--- src/rtl/bitty_timer_pkg.sv ---
// Shared definitions for the bitty_timer memory-mapped machine timer:
// register offsets, CTRL/STATUS bit positions and the byte-lane merge helper.
package bitty_timer_pkg;

    typedef enum logic [2:0] {
        REG_CTRL     = 3'd0,
        REG_STATUS   = 3'd1,
        REG_MTIME_LO = 3'd2,
        REG_MTIME_HI = 3'd3,
        REG_CMP_LO   = 3'd4,
        REG_CMP_HI   = 3'd5,
        REG_PRESC    = 3'd6,
        REG_RSVD     = 3'd7
    } reg_off_e;

    localparam int unsigned CTRL_EN      = 0;
    localparam int unsigned CTRL_IE      = 1;
    localparam int unsigned CTRL_AUTOCLR = 2;
    localparam int unsigned STATUS_PEND  = 0;

    // Replace only the byte lanes whose select bit is set.
    function automatic logic [31:0] merge_lanes(input logic [31:0] old_val,
                                                input logic [31:0] new_val,
                                                input logic [3:0]  sel);
        logic [31:0] r;
        r = old_val;
        for (int unsigned i = 0; i < 4; i++) begin
            if (sel[i]) r[8*i +: 8] = new_val[8*i +: 8];
        end
        return r;
    endfunction

endpackage

--- src/rtl/bitty_timer_presc.sv ---
// Prescaler for bitty_timer: emits one tick every presc+1 cycles while enabled,
// and holds its count at zero while disabled.
module bitty_timer_presc (
    input  logic        clk,
    input  logic        rst,
    input  logic        en,
    input  logic [15:0] presc,
    output logic        tick
);

    logic [15:0] pcnt;

    assign tick = en && (pcnt == presc);

    always_ff @(posedge clk) begin
        if (!rst) begin
            pcnt <= '0;
        end else if (!en || tick) begin
            pcnt <= '0;
        end else begin
            pcnt <= pcnt + 16'd1;
        end
    end

endmodule

--- src/rtl/bitty_timer.sv ---
// Memory-mapped machine timer on the data-RAM bus: prescaled 64-bit mtime,
// 64-bit compare, sticky PEND flag and registered interrupt. Reads are combinational.
module bitty_timer
    import bitty_timer_pkg::*;
#(
    parameter logic [31:0] BASE_ADDR = 32'h1000_0000
) (
    input  logic        clk,
    input  logic        rst,
    input  logic        ce_i,
    input  logic        we_i,
    input  logic [31:0] addr_i,
    input  logic [3:0]  sel_i,
    input  logic [31:0] data_i,
    output logic [31:0] data_o,
    output logic        irq_o
);

    logic [2:0]  ctrl, ctrl_next;
    logic        pend, pend_next;
    logic [63:0] mtime, mtime_base, mtime_next;
    logic [63:0] cmp, cmp_next;
    logic [15:0] presc, presc_next;
    logic        hit, wr, rd, match, tick;
    reg_off_e    off;
    logic        unused_addr_bits;

    assign unused_addr_bits = ^addr_i[1:0];

    assign hit   = ce_i && (addr_i[31:5] == BASE_ADDR[31:5]);
    assign wr    = hit && we_i;
    assign rd    = hit && !we_i;
    assign off   = reg_off_e'(addr_i[4:2]);
    assign match = (mtime >= cmp);

    bitty_timer_presc u_presc (
        .clk   (clk),
        .rst   (rst),
        .en    (ctrl[CTRL_EN]),
        .presc (presc),
        .tick  (tick)
    );

    // mtime_base is the counter's own next value; bus lanes are merged over it
    // afterwards so a write beats both tick and AUTOCLR for the written bytes only.
    always_comb begin
        mtime_base = mtime;
        if (ctrl[CTRL_AUTOCLR] && match) begin
            mtime_base = '0;
        end else if (tick) begin
            mtime_base = mtime + 64'd1;
        end

        mtime_next = mtime_base;
        cmp_next   = cmp;
        ctrl_next  = ctrl;
        presc_next = presc;
        pend_next  = pend;

        if (wr) begin
            case (off)
                REG_CTRL: begin
                    if (sel_i[0]) ctrl_next = data_i[CTRL_AUTOCLR:CTRL_EN];
                end
                REG_STATUS: begin
                    if (sel_i[0] && data_i[STATUS_PEND]) pend_next = 1'b0;
                end
                REG_MTIME_LO: mtime_next[31:0]  = merge_lanes(mtime_base[31:0], data_i, sel_i);
                REG_MTIME_HI: mtime_next[63:32] = merge_lanes(mtime_base[63:32], data_i, sel_i);
                REG_CMP_LO:   cmp_next[31:0]    = merge_lanes(cmp[31:0], data_i, sel_i);
                REG_CMP_HI:   cmp_next[63:32]   = merge_lanes(cmp[63:32], data_i, sel_i);
                REG_PRESC: begin
                    if (sel_i[0]) presc_next[7:0]  = data_i[7:0];
                    if (sel_i[1]) presc_next[15:8] = data_i[15:8];
                end
                default: ;
            endcase
        end

        // Set beats a simultaneous write-1-to-clear.
        if (match) pend_next = 1'b1;
    end

    always_ff @(posedge clk) begin
        if (!rst) begin
            ctrl  <= '0;
            pend  <= 1'b0;
            mtime <= '0;
            cmp   <= '1;
            presc <= '0;
            irq_o <= 1'b0;
        end else begin
            ctrl  <= ctrl_next;
            pend  <= pend_next;
            mtime <= mtime_next;
            cmp   <= cmp_next;
            presc <= presc_next;
            irq_o <= pend && ctrl[CTRL_IE];
        end
    end

    always_comb begin
        data_o = '0;
        if (rd) begin
            case (off)
                REG_CTRL:     data_o = {29'b0, ctrl};
                REG_STATUS:   data_o = {31'b0, pend};
                REG_MTIME_LO: data_o = mtime[31:0];
                REG_MTIME_HI: data_o = mtime[63:32];
                REG_CMP_LO:   data_o = cmp[31:0];
                REG_CMP_HI:   data_o = cmp[63:32];
                REG_PRESC:    data_o = {16'b0, presc};
                default:      data_o = '0;
            endcase
        end
    end

endmodule
--- config.mk ---
export PLATFORM = sky130hd
export DESIGN_NAME = bitty_timer
export DESIGN_NICKNAME = d
export VERILOG_FILES = /design/src/rtl/bitty_timer_pkg.sv /design/src/rtl/bitty_timer_presc.sv /design/src/rtl/bitty_timer.sv
export SDC_FILE = /design/constraint.sdc
export NUM_CORES = 1
export LEC_CHECK = 0
export BUFFER_PORTS_ARGS = -buffer_cell sky130_fd_sc_hd__buf_2
export CORE_MARGIN = 4
export CORE_UTILIZATION = 40
export DETAILED_ROUTE_END_ITERATION = 16
export SYNTH_ARGS = -nofsm -noshare
export SYNTH_HDL_FRONTEND = slang
export SYNTH_HIERARCHICAL = 1
export SYNTH_SLANG_ARGS = --single-unit
--- constraint.sdc ---
create_clock -name clk -period 3 [get_ports clk]
set_input_delay 0.15 -clock clk [delete_from_list [all_inputs] [get_ports clk]]
set_output_delay 0.15 -clock clk [all_outputs]
set_load 0.01 [all_outputs]
* After elaboration in Yosys (flattened, before gate mapping)
Index checks and enable logic that the tools add are counted.
** Cells by class
- Bitwise logic cells :: 1
- Shifts and indexed selects :: 0
- Divide/modulo/power cells :: 0
- Multiplexer cells :: 19
- Equality and inequality tests :: 8
- $lt $le $gt $ge :: 1
- Add/sub/neg operators :: 2
- Multiply operators :: 0
- Reductions and logical operators :: 27
** Operator list (count)
- case mux 32 bit (7 select lines) :: 1
- 2-to-1 mux 64 bit :: 3
- 2-to-1 mux 32 bit :: 3
- adder 64 x 1 -> 64 bit (second input constant) :: 1
- greater-or-equal comparator 64 bit :: 1
- 2-to-1 mux 8 bit :: 8
- AND reduction 3 bit :: 12
- equality test 27 x 24 -> 1 bit (second input constant) :: 1
- adder 16 x 1 -> 16 bit (second input constant) :: 1
- equality test 16 bit :: 1
- equality test 3 bit (second input constant) :: 3
- logical AND 1 bit :: 7
- equality test 3 x 2 -> 1 bit (second input constant) :: 2
- nonzero test 2 bit :: 3
- 2-to-1 mux 1 bit :: 4
- equality test 3 x 1 -> 1 bit (second input constant) :: 1
- zero test 3 bit :: 1
- zero test 1 bit :: 2
- OR reduction 2 bit :: 1
- logical OR 1 bit :: 1
- NOT 1 bit :: 1
** Word-level totals
- Bits in read-only memories :: 0
- Input port bits :: 72
- Bits in writable memories :: 0
- Word-level logic and storage cells :: 73
- Output and inout port bits :: 33
- Register bits after elaboration :: 165
- Memories kept :: 0
- Bits in latches :: 0

* Longest topological paths before layout
- Depth after elaboration :: 7
- Depth in mapped cells :: 13
- Gate-level depth less buffers :: 11

* By module
The synthesis kept the hierarchy.
** By module, submodules not included
- bitty_timer :: cells an instance 1169, sequential area each 2982.9 sq um, area an instance 9220.1 sq um, instances 1
- bitty_timer_presc :: cells an instance 101, sequential area each 320.3 sq um, area an instance 904.6 sq um, instances 1

* Least setup slack after synthesis
OpenSTA, ideal clock, no wires.
- Path kind :: register to register
- From :: register u_presc.pcnt[10]
- To :: register mtime[54]
- Setup time :: 0.069 ns
- Period minus slack after synthesis :: 2.928 ns
- Stages on the path, launching flop included :: 14
- Buffers on the path :: 2
- Data required time :: 2.931 ns
- Data arrival time :: 2.859 ns
- Slack :: 0.072 ns
- Cells stage by stage :: dfxtp_1 -> buf_6 -> xnor2_1 -> nand4_1 -> nor4_4 -> and2_2 -> nand4_1 -> nor4_4 -> nand2_2 -> buf_2 -> nor3_1 -> xor2_1 -> nand2_1 -> o21ai_1
** On the way
- Word-level cells in the longest chain between the ends :: 7
** RTL lines
- from (decl) :: line bitty_timer_presc.sv:11 : logic [15:0] pcnt;
- from (signal assigned) :: line bitty_timer_presc.sv:21 : pcnt <= pcnt + 16'd1;
- equality test 16 bit * :: line bitty_timer_presc.sv:13 : assign tick = en && (pcnt == presc);
- logical AND 1 bit * :: line bitty_timer_presc.sv:13
- net tick :: line bitty_timer.sv:24 : logic hit, wr, rd, match, tick;
- 2-to-1 mux 64 bit * :: line bitty_timer.sv:50 : end else if (tick) begin
- 2-to-1 mux 64 bit * :: line bitty_timer.sv:48 : if (ctrl[CTRL_AUTOCLR] && match) begin
- 2-to-1 mux 8 bit :: line bitty_timer_pkg.sv:28 : if (sel[i]) r[8*i +: 8] = new_val[8*i +: 8];
- 2-to-1 mux 32 bit :: line bitty_timer.sv:61 : case (off)
- 2-to-1 mux 64 bit * :: line bitty_timer.sv:60 : if (wr) begin
- to (signal assigned) :: line bitty_timer.sv:95 : mtime <= mtime_next;
- to (decl) :: line bitty_timer.sv:21 : logic [63:0] mtime, mtime_base, mtime_next;
The timed path passes the listed nets; every way through them passes the cells marked *.
A chain may end at the register's enable or synchronous reset.

* Worst setup path in the final report
- From :: register presc[2]
- To :: register mtime[44]
** On the way
- Word-level cells in the longest chain between the ends :: 7
** RTL lines
- from (decl) :: line bitty_timer.sv:23 : logic [15:0] presc, presc_next;
- from (signal assigned) :: line bitty_timer.sv:97 : presc <= presc_next;
- equality test 16 bit * :: line bitty_timer_presc.sv:13
- logical AND 1 bit * :: line bitty_timer_presc.sv:13
- net tick :: line bitty_timer.sv:24
- 2-to-1 mux 64 bit * :: line bitty_timer.sv:50
- 2-to-1 mux 64 bit * :: line bitty_timer.sv:48
- 2-to-1 mux 8 bit :: line bitty_timer_pkg.sv:28
- 2-to-1 mux 32 bit :: line bitty_timer.sv:61
- 2-to-1 mux 64 bit * :: line bitty_timer.sv:60
Marks and branches as above.

==> impl_metrics.env <==
export IMPL_status="finished clean"
export IMPL_power_mw=4.64
export IMPL_syn_avg_cell_area_sq_um=7.97
export IMPL_layout_min_cycle_time_ns=2.83
export IMPL_hold_viol_final=0
export IMPL_initialDrtViolationCount=749
export IMPL_synth_cells=1270
export IMPL_cts_tree="built"
export IMPL_p_leak_nw=5.51
export IMPL_antenna_found_initial=0
export IMPL_dp_final_hpwl_um=25300
export IMPL_synth_top_family_by_area="simple AND/OR/NAND/NOR gates"
export IMPL_ant_nets=0
export IMPL_synth_edf_count=0
export IMPL_worstPathArrival_ns=3.20
export IMPL_syn_nets=1408
export IMPL_synth_cell_area_sq_um=10100
export IMPL_synth_top_area_frac=0.326
export IMPL_synth_compound_area_frac=0.177
export IMPL_ys_flop_type="dfxtp_1"
export IMPL_finalSetupViolations=0
export IMPL_tns_ns=0
export IMPL_tightest_slew_ns=0.721
export IMPL_clkSlewWorstSetupHoldPaths_ns=0.07
export IMPL_clock_path_buffers=2
export IMPL_wl_um=34700
export IMPL_postLayoutCellArea_sq_um=12600
export IMPL_postSynth_asyncResetShare=0
export IMPL_grt_pass1_wl_um=53100
export IMPL_ys_seq_area_frac=0.326
export IMPL_die_area_sq_um=27900
export IMPL_vdd_drop_max_v=0.000293
export IMPL_yosys_warnings=6
export IMPL_drc=0
export IMPL_yosys_area_share_adder=0.0816
export IMPL_grt_max_degree=34
export IMPL_synth_area_leaders="dfxtp_1, nand2_1, ha_1, xnor2_1, o211ai_1"
export IMPL_nets=1601
export IMPL_dpl_cell_count=1744
export IMPL_synthMuxAreaShare=0.0435
export IMPL_crit_path_end_kind="flip-flop"
export IMPL_grt_use_total=0.237
export IMPL_place_area_sq_um=11600
export IMPL_cts_inserted_buffers=17
export IMPL_synth_seq_cells=165
export IMPL_synthDistinctLibCells=67
export IMPL_fin_util=0.513
export IMPL_avgViaCountPerCell=5.55
export IMPL_fmax_ghz=0.353
export IMPL_num_rows=57
export IMPL_finalCritPeriodShare=0.945
export IMPL_initial_utilization=0.411
export IMPL_area_delta_synth_final_pct=24.6
export IMPL_clock_sinks=165
export IMPL_core_sq_um=24600
export IMPL_fin_hold_ws_ns=0.00911
export IMPL_synth_top_area_cell="dfxtp_1"
export IMPL_die_y_um=167
export IMPL_htreeDepth=4
export IMPL_maxCapViolCount=0
export IMPL_worstPathMaxFanout=9
export IMPL_root_buffer="clkbuf_16"
export IMPL_overflow=0
export IMPL_layoutNonFillerInstCount=1800
export IMPL_synth_xor_area_share=0.0796
export IMPL_skew_ns=0.0121
export IMPL_fin_ws_ns=0.165
export IMPL_final_max_slew_violation_count=0
export IMPL_crit_required_ns=3.37
export IMPL_clk_latency_ns=0.44
export IMPL_gp_congestion=0.888
export IMPL_wl_per_cell_um=19.3
export IMPL_io_pin_count=105
export IMPL_min_path_type="in -> reg"
export IMPL_vias=9997
export IMPL_dp_slack_ns=-0.0213
export IMPL_path_class="reg -> reg"
export IMPL_grt_pass1_vias=9591
export IMPL_drt_pass1_iter_count=5
export IMPL_port_buffers=102
export IMPL_power_density_nw_per_um2=367
export IMPL_drive_gt1_frac=0.207
export IMPL_yosys_area_share_simple=0.235
export IMPL_die_x_um=167
export IMPL_maxSlewHeadroom=0.517
export IMPL_critPathLaunchType="flip-flop"
-- flip-flops by register name, summed over array words and instances, names as in the netlist --
signal,flops
cmp,64
u_presc/pcnt,16
mtime,64
ctrl,3
irq_o,1
presc,16
pend,1
-- path summary, 6_finish.rpt --
kind	from	end	slack [ns]	depth (start not counted)
worst max register to register	presc[2]$_SDFFE_PN0P_	mtime[44]$_SDFF_PN0_	0.17	12
worst min register to register	presc[0]$_SDFFE_PN0P_	presc[0]$_SDFFE_PN0P_	0.51	2
worst max-delay path	presc[2]$_SDFFE_PN0P_	mtime[44]$_SDFF_PN0_	0.17	12
worst min-delay path	data_i[15]	mtime[15]$_SDFF_PN0_	0.009	3
-- critical path: stages (launching register included) --
cell,delay [ns]
dfxtp_1,0.42
xnor2_1,0.14
nand4_1,0.17
nor4_4,0.33
and2_2,0.23
nand4_1,0.19
nor4_4,0.25
nand2_2,0.18
buf_4,0.24
nor3_1,0.21
xor2_1,0.18
nand2_1,0.07
o21ai_1,0.14
-- logic make-up after synthesis --
family | count (synthesis)
and+or+nand+nor | 500
AOI/OAI and AO/OA | 266
DFF | 165
buffers and inverters | 140
xor gates and xnor gates | 92
adders and majority gates | 66
muxes | 41
-- cell type report --
| cell class | instances | area, sq um |
|---|---|---|
| fillers | 2371 | 12000 |
| multi-input cells | 965 | 6420 |
| flip-flops and latches | 165 | 3310 |
| repair buffers | 227 | 1600 |
| clock buffers | 21 | 450 |
| well taps | 324 | 405 |
| inverters | 87 | 327 |
| clock inverters | 10 | 100 |
| diodes | 1 | 2.50 |
-- repair_timing --
action	4_1_cts	5_1_grt
setup buffers	0	4
hold buffers	15	0
gates resized for setup	1	34
gates cloned	0	5
setup endpoints to repair	38	64
hold endpoints to repair	33	0
pin swaps	0	13
-- per-layer routing --
layer | track usage | routed length, um | share of wire | vias to the layer above
met5 | 0 | 0 | 0 | -
met4 | 0.0651 | 839 | 0.024 | 0
met3 | 0.0349 | 1970 | 0.057 | 56
met2 | 0.398 | 16400 | 0.47 | 306
met1 | 0.320 | 15600 | 0.45 | 4721
li1 | - | - | - | 4914
-- layout by cell type (no fill, tap or decap), types with 31 or more instances in the layout --
cell type	synthesis	final
nand4_1	36	36
buf_2	9	102
a21oi_1	45	43
inv_1	86	86
xor2_1	34	34
nor3_1	48	46
buf_4	7	102
nor2_1	88	87
xnor2_1	58	57
dfxtp_1	165	160
o21ai_0	32	31
o21ai_1	31	31
nand2_1	235	234
ha_1	66	64
o211ai_1	66	66
-- report_power, final --
group | total, mW | switching, mW | internal [mW]
Clock | 2.14 | 0.972 | 1.17
Combinational | 0.306 | 0.188 | 0.118
Sequential | 2.19 | 0.000000215 | 2.19
Total | 4.64 | 1.16 | 3.48
-- synthesized netlist by cell type (4+ instances only) --
library cell  instances
nand2b_1              4
nand4_1              36
a222oi_1             13
ha_1                 66
nand3_1              28
nor3_1               48
o21ai_0              32
mux2i_1              26
inv_1                86
nand2_1             235
dfxtp_1             165
clkbuf_1             31
nor2_1               88
o22ai_1               4
o211ai_1             66
o31ai_1              15
a22o_1               13
a22oi_1              23
xnor2_1              58
xor2_1               34
and3_1                4
nor4_1               19
a21oi_1              45
mux2_2               14
buf_2                 9
o21ai_1              31
nor4_4                4
buf_4                 7
(Power assumes the default switching activity.)
